--- config.mk ---
export PLATFORM = sky130hd
export DESIGN_NAME = ex_mem_pipe
export DESIGN_NICKNAME = d
export VERILOG_FILES = /design/src/rtl/ex_mem_pipe_pkg.sv /design/src/rtl/pipe_skid_entry.sv /design/src/rtl/ex_mem_pipe.sv
export SDC_FILE = /design/constraint.sdc
export NUM_CORES = 1
export LEC_CHECK = 0
export CAP_MARGIN = 10
export CORE_MARGIN = 2
export CORE_UTILIZATION = 49
export CTS_CLUSTER_SIZE = 25
export DETAILED_ROUTE_END_ITERATION = 6
export PLACE_DENSITY = 0.8
export SLEW_MARGIN = 25
export SYNTH_ARGS = -nofsm -noshare
export SYNTH_HDL_FRONTEND = slang
export SYNTH_SLANG_ARGS = --single-unit
export TNS_END_PERCENT = 10
--- constraint.sdc ---
create_clock -name clk -period 6.4 [get_ports clk]
set_clock_uncertainty 0.1 [all_clocks]
set_input_delay 1.28 -clock clk [delete_from_list [all_inputs] [get_ports clk]]
set_output_delay 1.28 -clock clk [all_outputs]
set_load 0.01 [all_outputs]
--- src/rtl/ex_mem_pipe_pkg.sv ---
// Shared definitions for the EX->MEM stage register.
//  - default payload widths
//  - control_flow bit positions {mem_read, mem_write, reg_write, mem_to_reg}
//  - occupancy state encoding of the skid controller
package ex_mem_pipe_pkg;

  localparam int DATA_WIDTH_DEF = 32;
  localparam int RD_WIDTH_DEF   = 5;
  localparam int CTRL_WIDTH_DEF = 4;

  localparam int CF_MEM_READ  = 3;
  localparam int CF_MEM_WRITE = 2;
  localparam int CF_REG_WRITE = 1;
  localparam int CF_MEM_TO_REG = 0;

  // Encoding equals the number of held entries, so it doubles as occupancy.
  typedef enum logic [1:0] {
    ST_EMPTY = 2'd0,
    ST_ONE   = 2'd1,
    ST_FULL  = 2'd2
  } occ_state_e;

endpackage

--- src/rtl/pipe_skid_entry.sv ---
// One storage slot of the skid buffer: a valid bit plus a payload register.
//  clk, rst  : clock, async active-high reset (valid and payload cleared)
//  load_i    : capture data_i and mark valid
//  clear_i   : drop valid (payload kept); wins over load_i
//  data_i    : payload to capture
//  valid_o   : slot holds an entry
//  data_o    : stored payload
module pipe_skid_entry #(
  parameter int W = 1
) (
  input  logic         clk,
  input  logic         rst,
  input  logic         load_i,
  input  logic         clear_i,
  input  logic [W-1:0] data_i,
  output logic         valid_o,
  output logic [W-1:0] data_o
);

  logic         valid_d, valid_q;
  logic [W-1:0] data_d, data_q;

  always_comb begin
    valid_d = valid_q;
    data_d  = data_q;
    if (clear_i) begin
      valid_d = 1'b0;
    end else if (load_i) begin
      valid_d = 1'b1;
      data_d  = data_i;
    end
  end

  always_ff @(posedge clk or posedge rst) begin
    if (rst) begin
      valid_q <= 1'b0;
      data_q  <= '0;
    end else begin
      valid_q <= valid_d;
      data_q  <= data_d;
    end
  end

  assign valid_o = valid_q;
  assign data_o  = data_q;

endmodule

--- src/rtl/ex_mem_pipe.sv ---
// EX->MEM stage register with a 2-entry skid buffer.
// The main slot drives the mem_* outputs; the skid slot absorbs one extra
// entry so that ex_ready_o can come straight from a flop.
//  clk, rst          : clock, async active-high reset
//  flush_i           : kill all held entries at next edge (beats push/pop)
//  ex_valid_i/ex_ready_o, ex_*_i : upstream handshake and payload
//  mem_valid_o/mem_ready_i, mem_*_o : downstream handshake and head payload
//  fwd_rd_o, fwd_reg_write_o : head destination info for forwarding/hazards
//  occupancy_o       : entries held (0..2)
module ex_mem_pipe
  import ex_mem_pipe_pkg::*;
#(
  parameter int DATA_WIDTH = DATA_WIDTH_DEF,
  parameter int RD_WIDTH   = RD_WIDTH_DEF,
  parameter int CTRL_WIDTH = CTRL_WIDTH_DEF
) (
  input  logic                  clk,
  input  logic                  rst,
  input  logic                  flush_i,
  input  logic                  ex_valid_i,
  output logic                  ex_ready_o,
  input  logic [DATA_WIDTH-1:0] ex_alu_result_i,
  input  logic [DATA_WIDTH-1:0] ex_store_data_i,
  input  logic [RD_WIDTH-1:0]   ex_rd_i,
  input  logic [CTRL_WIDTH-1:0] ex_ctrl_i,
  output logic                  mem_valid_o,
  input  logic                  mem_ready_i,
  output logic [DATA_WIDTH-1:0] mem_alu_result_o,
  output logic [DATA_WIDTH-1:0] mem_store_data_o,
  output logic [RD_WIDTH-1:0]   mem_rd_o,
  output logic [CTRL_WIDTH-1:0] mem_ctrl_o,
  output logic [RD_WIDTH-1:0]   fwd_rd_o,
  output logic                  fwd_reg_write_o,
  output logic [1:0]            occupancy_o
);

  localparam int PW = 2*DATA_WIDTH + RD_WIDTH + CTRL_WIDTH;

  occ_state_e state_d, state_q;
  logic       ready_d, ready_q;
  logic       push, pop;
  logic       main_load, main_clear, main_from_skid;
  logic       skid_load, skid_clear;
  logic       main_valid, skid_valid;
  logic [PW-1:0] ex_pay, main_din, main_dout, skid_dout;

  assign ex_pay   = {ex_alu_result_i, ex_store_data_i, ex_rd_i, ex_ctrl_i};
  assign main_din = main_from_skid ? skid_dout : ex_pay;

  assign push = ex_valid_i & ready_q & ~flush_i;
  assign pop  = main_valid & mem_ready_i & ~flush_i;

  always_comb begin
    state_d        = state_q;
    main_load      = 1'b0;
    main_clear     = 1'b0;
    main_from_skid = 1'b0;
    skid_load      = 1'b0;
    skid_clear     = 1'b0;
    if (flush_i) begin
      // Only valids are cleared; payload registers may keep stale data.
      main_clear = 1'b1;
      skid_clear = 1'b1;
      state_d    = ST_EMPTY;
    end else begin
      case (state_q)
        ST_EMPTY: if (push) begin
          main_load = 1'b1;
          state_d   = ST_ONE;
        end
        ST_ONE: begin
          if (push && pop) begin
            main_load = 1'b1;
          end else if (push) begin
            skid_load = 1'b1;
            state_d   = ST_FULL;
          end else if (pop) begin
            main_clear = 1'b1;
            state_d    = ST_EMPTY;
          end
        end
        ST_FULL: if (pop) begin
          // Skid drains into main; never bypasses it, so order stays FIFO.
          main_load      = 1'b1;
          main_from_skid = 1'b1;
          skid_clear     = 1'b1;
          state_d        = ST_ONE;
        end
        default: state_d = ST_EMPTY;
      endcase
    end
    // Ready is computed from the next state so it is available as a flop
    // output, with no path from mem_ready_i to ex_ready_o.
    ready_d = (state_d != ST_FULL);
  end

  always_ff @(posedge clk or posedge rst) begin
    if (rst) begin
      state_q <= ST_EMPTY;
      ready_q <= 1'b1;
    end else begin
      state_q <= state_d;
      ready_q <= ready_d;
    end
  end

  pipe_skid_entry #(.W(PW)) u_main (
    .clk     (clk),
    .rst     (rst),
    .load_i  (main_load),
    .clear_i (main_clear),
    .data_i  (main_din),
    .valid_o (main_valid),
    .data_o  (main_dout)
  );

  pipe_skid_entry #(.W(PW)) u_skid (
    .clk     (clk),
    .rst     (rst),
    .load_i  (skid_load),
    .clear_i (skid_clear),
    .data_i  (ex_pay),
    .valid_o (skid_valid),
    .data_o  (skid_dout)
  );

  assign {mem_alu_result_o, mem_store_data_o, mem_rd_o, mem_ctrl_o} = main_dout;

  assign ex_ready_o      = ready_q;
  assign mem_valid_o     = main_valid;
  assign fwd_rd_o        = mem_rd_o;
  // rd=0 is the hardwired zero register: never advertise it as a write.
  assign fwd_reg_write_o = main_valid & mem_ctrl_o[CF_REG_WRITE] & (|mem_rd_o);
  assign occupancy_o     = {1'b0, main_valid} + {1'b0, skid_valid};

endmodule
==> results_dict.tcl <==
set metrics [dict create \
    die_x_um 119.0 \
    synth_cells 505 \
    numCtsBuffers 17 \
    num_rows 42 \
    hold_violations 0 \
    design_area_um2 8622 \
    fmax_mhz 296.2 \
    grt_pass1_vias 4729 \
    gp_congestion 0.7171 \
    grt_setup_unrepaired "false" \
    path_max_fanout 4 \
    seqPwrFrac 0.431 \
    grt_overflow 0 \
    insertion_delay_ns 0.42 \
    cp_cell_sequence "or3_1, o311a_1, clkdlybuf4s50_1" \
    area_delta_synth_final_pct 32.95 \
    ir_drop_mv 0.2658 \
    slew_headroom 0.4297 \
    min_from "u_skid.data_o[16]$_DFFE_PP0P_" \
    path_buf_inv 1 \
    clkTransAtPathRegs_ns 0.06 \
    setup_viol 0 \
    dp_slack_ns 2.753 \
    reg2reg_from "ex_ready_o$_DFF_PP1_" \
    avgSynthCellArea_um2 12.84 \
    port_buffers 160 \
    criticalPathCategory "flip-flop to primary output" \
    drive_gt1_frac 0.1709 \
    hold_depth 1 \
    synth_cell_types 27 \
    critPathRequiredTime_ns 5.02 \
    post_cts_buffers 0 \
    p_clk_frac 0.260 \
    switchingPower_uw 1052 \
    die_height_um 119.0 \
    synth-seq-cells 151 \
    p_int_uw 2742 \
    maxCapViolations 0 \
    p_sw_frac 0.2772 \
    clock_path_buffers 2 \
    groute.usage.overall 0.2075 \
    utilization 0.6589 \
    tns_ns 0 \
    vias 4402 \
    ys_seq_area_frac 0.5829 \
    cts_tree "built" \
    cp_slowest_cell "clkdlybuf4s50_1" \
    status "complete, no violations" \
    io_pins 161 \
    cts-resized-gates 0 \
    drt_wl_total_mm 13.86 \
    worst_slack_ns 3.024 \
    critPathLaunchType "flip-flop" \
    post_dp_cell_area_um2 8025 \
    critPathLaunch "u_main.data_o[4]$_DFFE_PP0P_" \
    layout_min_cycle_time_ns 3.376 \
    grt_max_degree 99 \
    synth_area_um2 6485 \
    drt_first_iter_violations 310 \
    grt_pass1_wl_mm 23.12 \
    nets 733 \
    ant_nets 0 \
    syn_nets 584 \
    slew_violations 0 \
    cts.sinks 151 \
    whs_endpoint "u_skid.data_o[16]$_DFFE_PP0P_" \
    cts-root-buf "clkbuf_16" \
    drcViolationCount 0 \
    critPathMaxStageDelay_ns 0.50 \
    timing.final.crit_share 0.5275 \
    hpwl_mm 9.023 \
    critical_path.top_delay_family "buffers and inverters" \
    start_util 0.4956 \
    antenna_found_initial 0 \
    drtPass1Iterations 4 \
    die_area_um2 14170 \
    hold_buffers 0 \
    routed_via_density 5.222 \
    r2r_cells 5 \
    reg2reg_to "u_main.data_o[24]$_DFFE_PP0P_" \
    r2r_slack_ns 4.10 \
    worstSetupEndpointType "primary output" \
    cts_max_level 4 \
    leakage_uw 0.003755 \
    hold_path.class "flip-flop to flip-flop" \
    wl_per_cell_um 16.44 \
    tightest_slew_ns 0.8554 \
    totalPowerFinal_uw 3793 \
    combPwrFrac 0.309 \
    antenna_cells 0 \
    core_um2 13090 \
    crit_arrival_ns 2.00 \
    yosysWarnings 0 \
    p_per_area_nw_per_um2 439.9 \
]
## power groups by stage
stage	Clock [uW]	Combinational (uW)	Sequential, uW
3_5_place_dp	0	1180	1640
2_1_floorplan	0	542	1680
4_1_cts	1010	1190	1630
6_report	988	1170	1630
5_1_grt	1060	1270	1680
3_3_place_gp	0	1150	1610
## area by class of cell
cell class / count / area [um^2]
Multi-Input combinational cell: 315 / 2359
Fill cell: 977 / 4463
Clock buffer: 25 / 505.5
Sequential cell: 151 / 3780
Timing Repair Buffer: 167 / 1654
Tap cell: 176 / 220.2
Inverter: 2 / 12.51
Clock inverter: 7 / 91.34
## cells in the final DEF (no fill, tap or decap), drive strengths merged, types with 2 or more instances in the layout
cell	synthesis	routed
nand2	3	3
clkdlybuf4s50	0	160
dfrtp	150	150
nor2	76	76
clkbuf	15	25
mux2i	73	73
a21oi	74	74
mux2	73	73
bufinv	0	2
inv	2	2
buf	22	7
clkinv	0	4
nand3b	3	3
## how the worst max path moves through the flow
stage               depth (start not counted)                             to  slack [ns]
global placement                            6  u_main.data_o[45]$_DFFE_PP0P_        2.86
CTS                                         3                fwd_reg_write_o        2.99
finish                                      3                fwd_reg_write_o        3.02
detailed placement                          6  u_main.data_o[38]$_DFFE_PP0P_        2.75
floorplan                                   1           state_q[0]$_DFF_PP0_        0.96
global route                                3                fwd_reg_write_o        2.93
## synthesized netlist by cell type (all sizes together)
| cell | n | area share |
|---|---|---|
| or3 | 1 | 0.00097 |
| o221ai | 1 | 0.0014 |
| nand4 | 1 | 0.00097 |
| mux2 | 73 | 0.13 |
| a21boi | 1 | 0.0029 |
| nand3b | 3 | 0.0035 |
| clkbuf | 15 | 0.0087 |
| dfstp | 1 | 0.0041 |
| and3 | 1 | 0.00097 |
| nor2 | 76 | 0.044 |
| mux2i | 73 | 0.11 |
| and4bb | 1 | 0.0019 |
| a31oi | 1 | 0.00097 |
| dfrtp | 150 | 0.58 |
| o311a | 1 | 0.0015 |
| ha | 1 | 0.0019 |
| nand2 | 3 | 0.0017 |
| buf | 22 | 0.044 |
| a211oi | 1 | 0.0012 |
| inv | 2 | 0.0012 |
| a21oi | 74 | 0.057 |
| o211ai | 1 | 0.0012 |
| o21bai | 1 | 0.0012 |
| or2 | 1 | 0.00097 |
## through the flow
step / hold WS, ns / cells
floorplan: 0.3795 / 505
global placement: 0.3866 / 811
detailed placement: 0.3937 / 811
CTS: 0.4074 / 843
global route: 0.4153 / 843
finish: 0.4040 / 843
## logic make-up (layout without fill, tap and decap cells)
group                    after synthesis  in the layout  share of synthesized area
flip-flops                           151            151                     0.5829
multiplexers                         146            146                     0.2394
AND/OR/NAND/NOR                       87             87                    0.05499
AO/OA/AOI/OAI                         81             81                    0.06734
buffers and inverters                 39            201                    0.05344
adder cells (fa/ha/maj)                1              1                   0.001929
## per-layer routing
layer / global-route usage / up-vias / wire [um]
met5: 0 / - / 0
met4: 0.08705 / 0 / 250
met3: 0.07184 / 21 / 969
met1: 0.2502 / 2200 / 5796
met2: 0.3398 / 121 / 6840
li1: - / 2060 / -
## state kept, by name, indices dropped and copies added (netlist names)
signal	count
u_skid.valid_o	1
u_main.valid_o	1
ex_ready_o	1
u_main.data_o	73
state_q	2
u_skid.data_o	73
No activity file was read; power rests on OpenSTA's default activity.
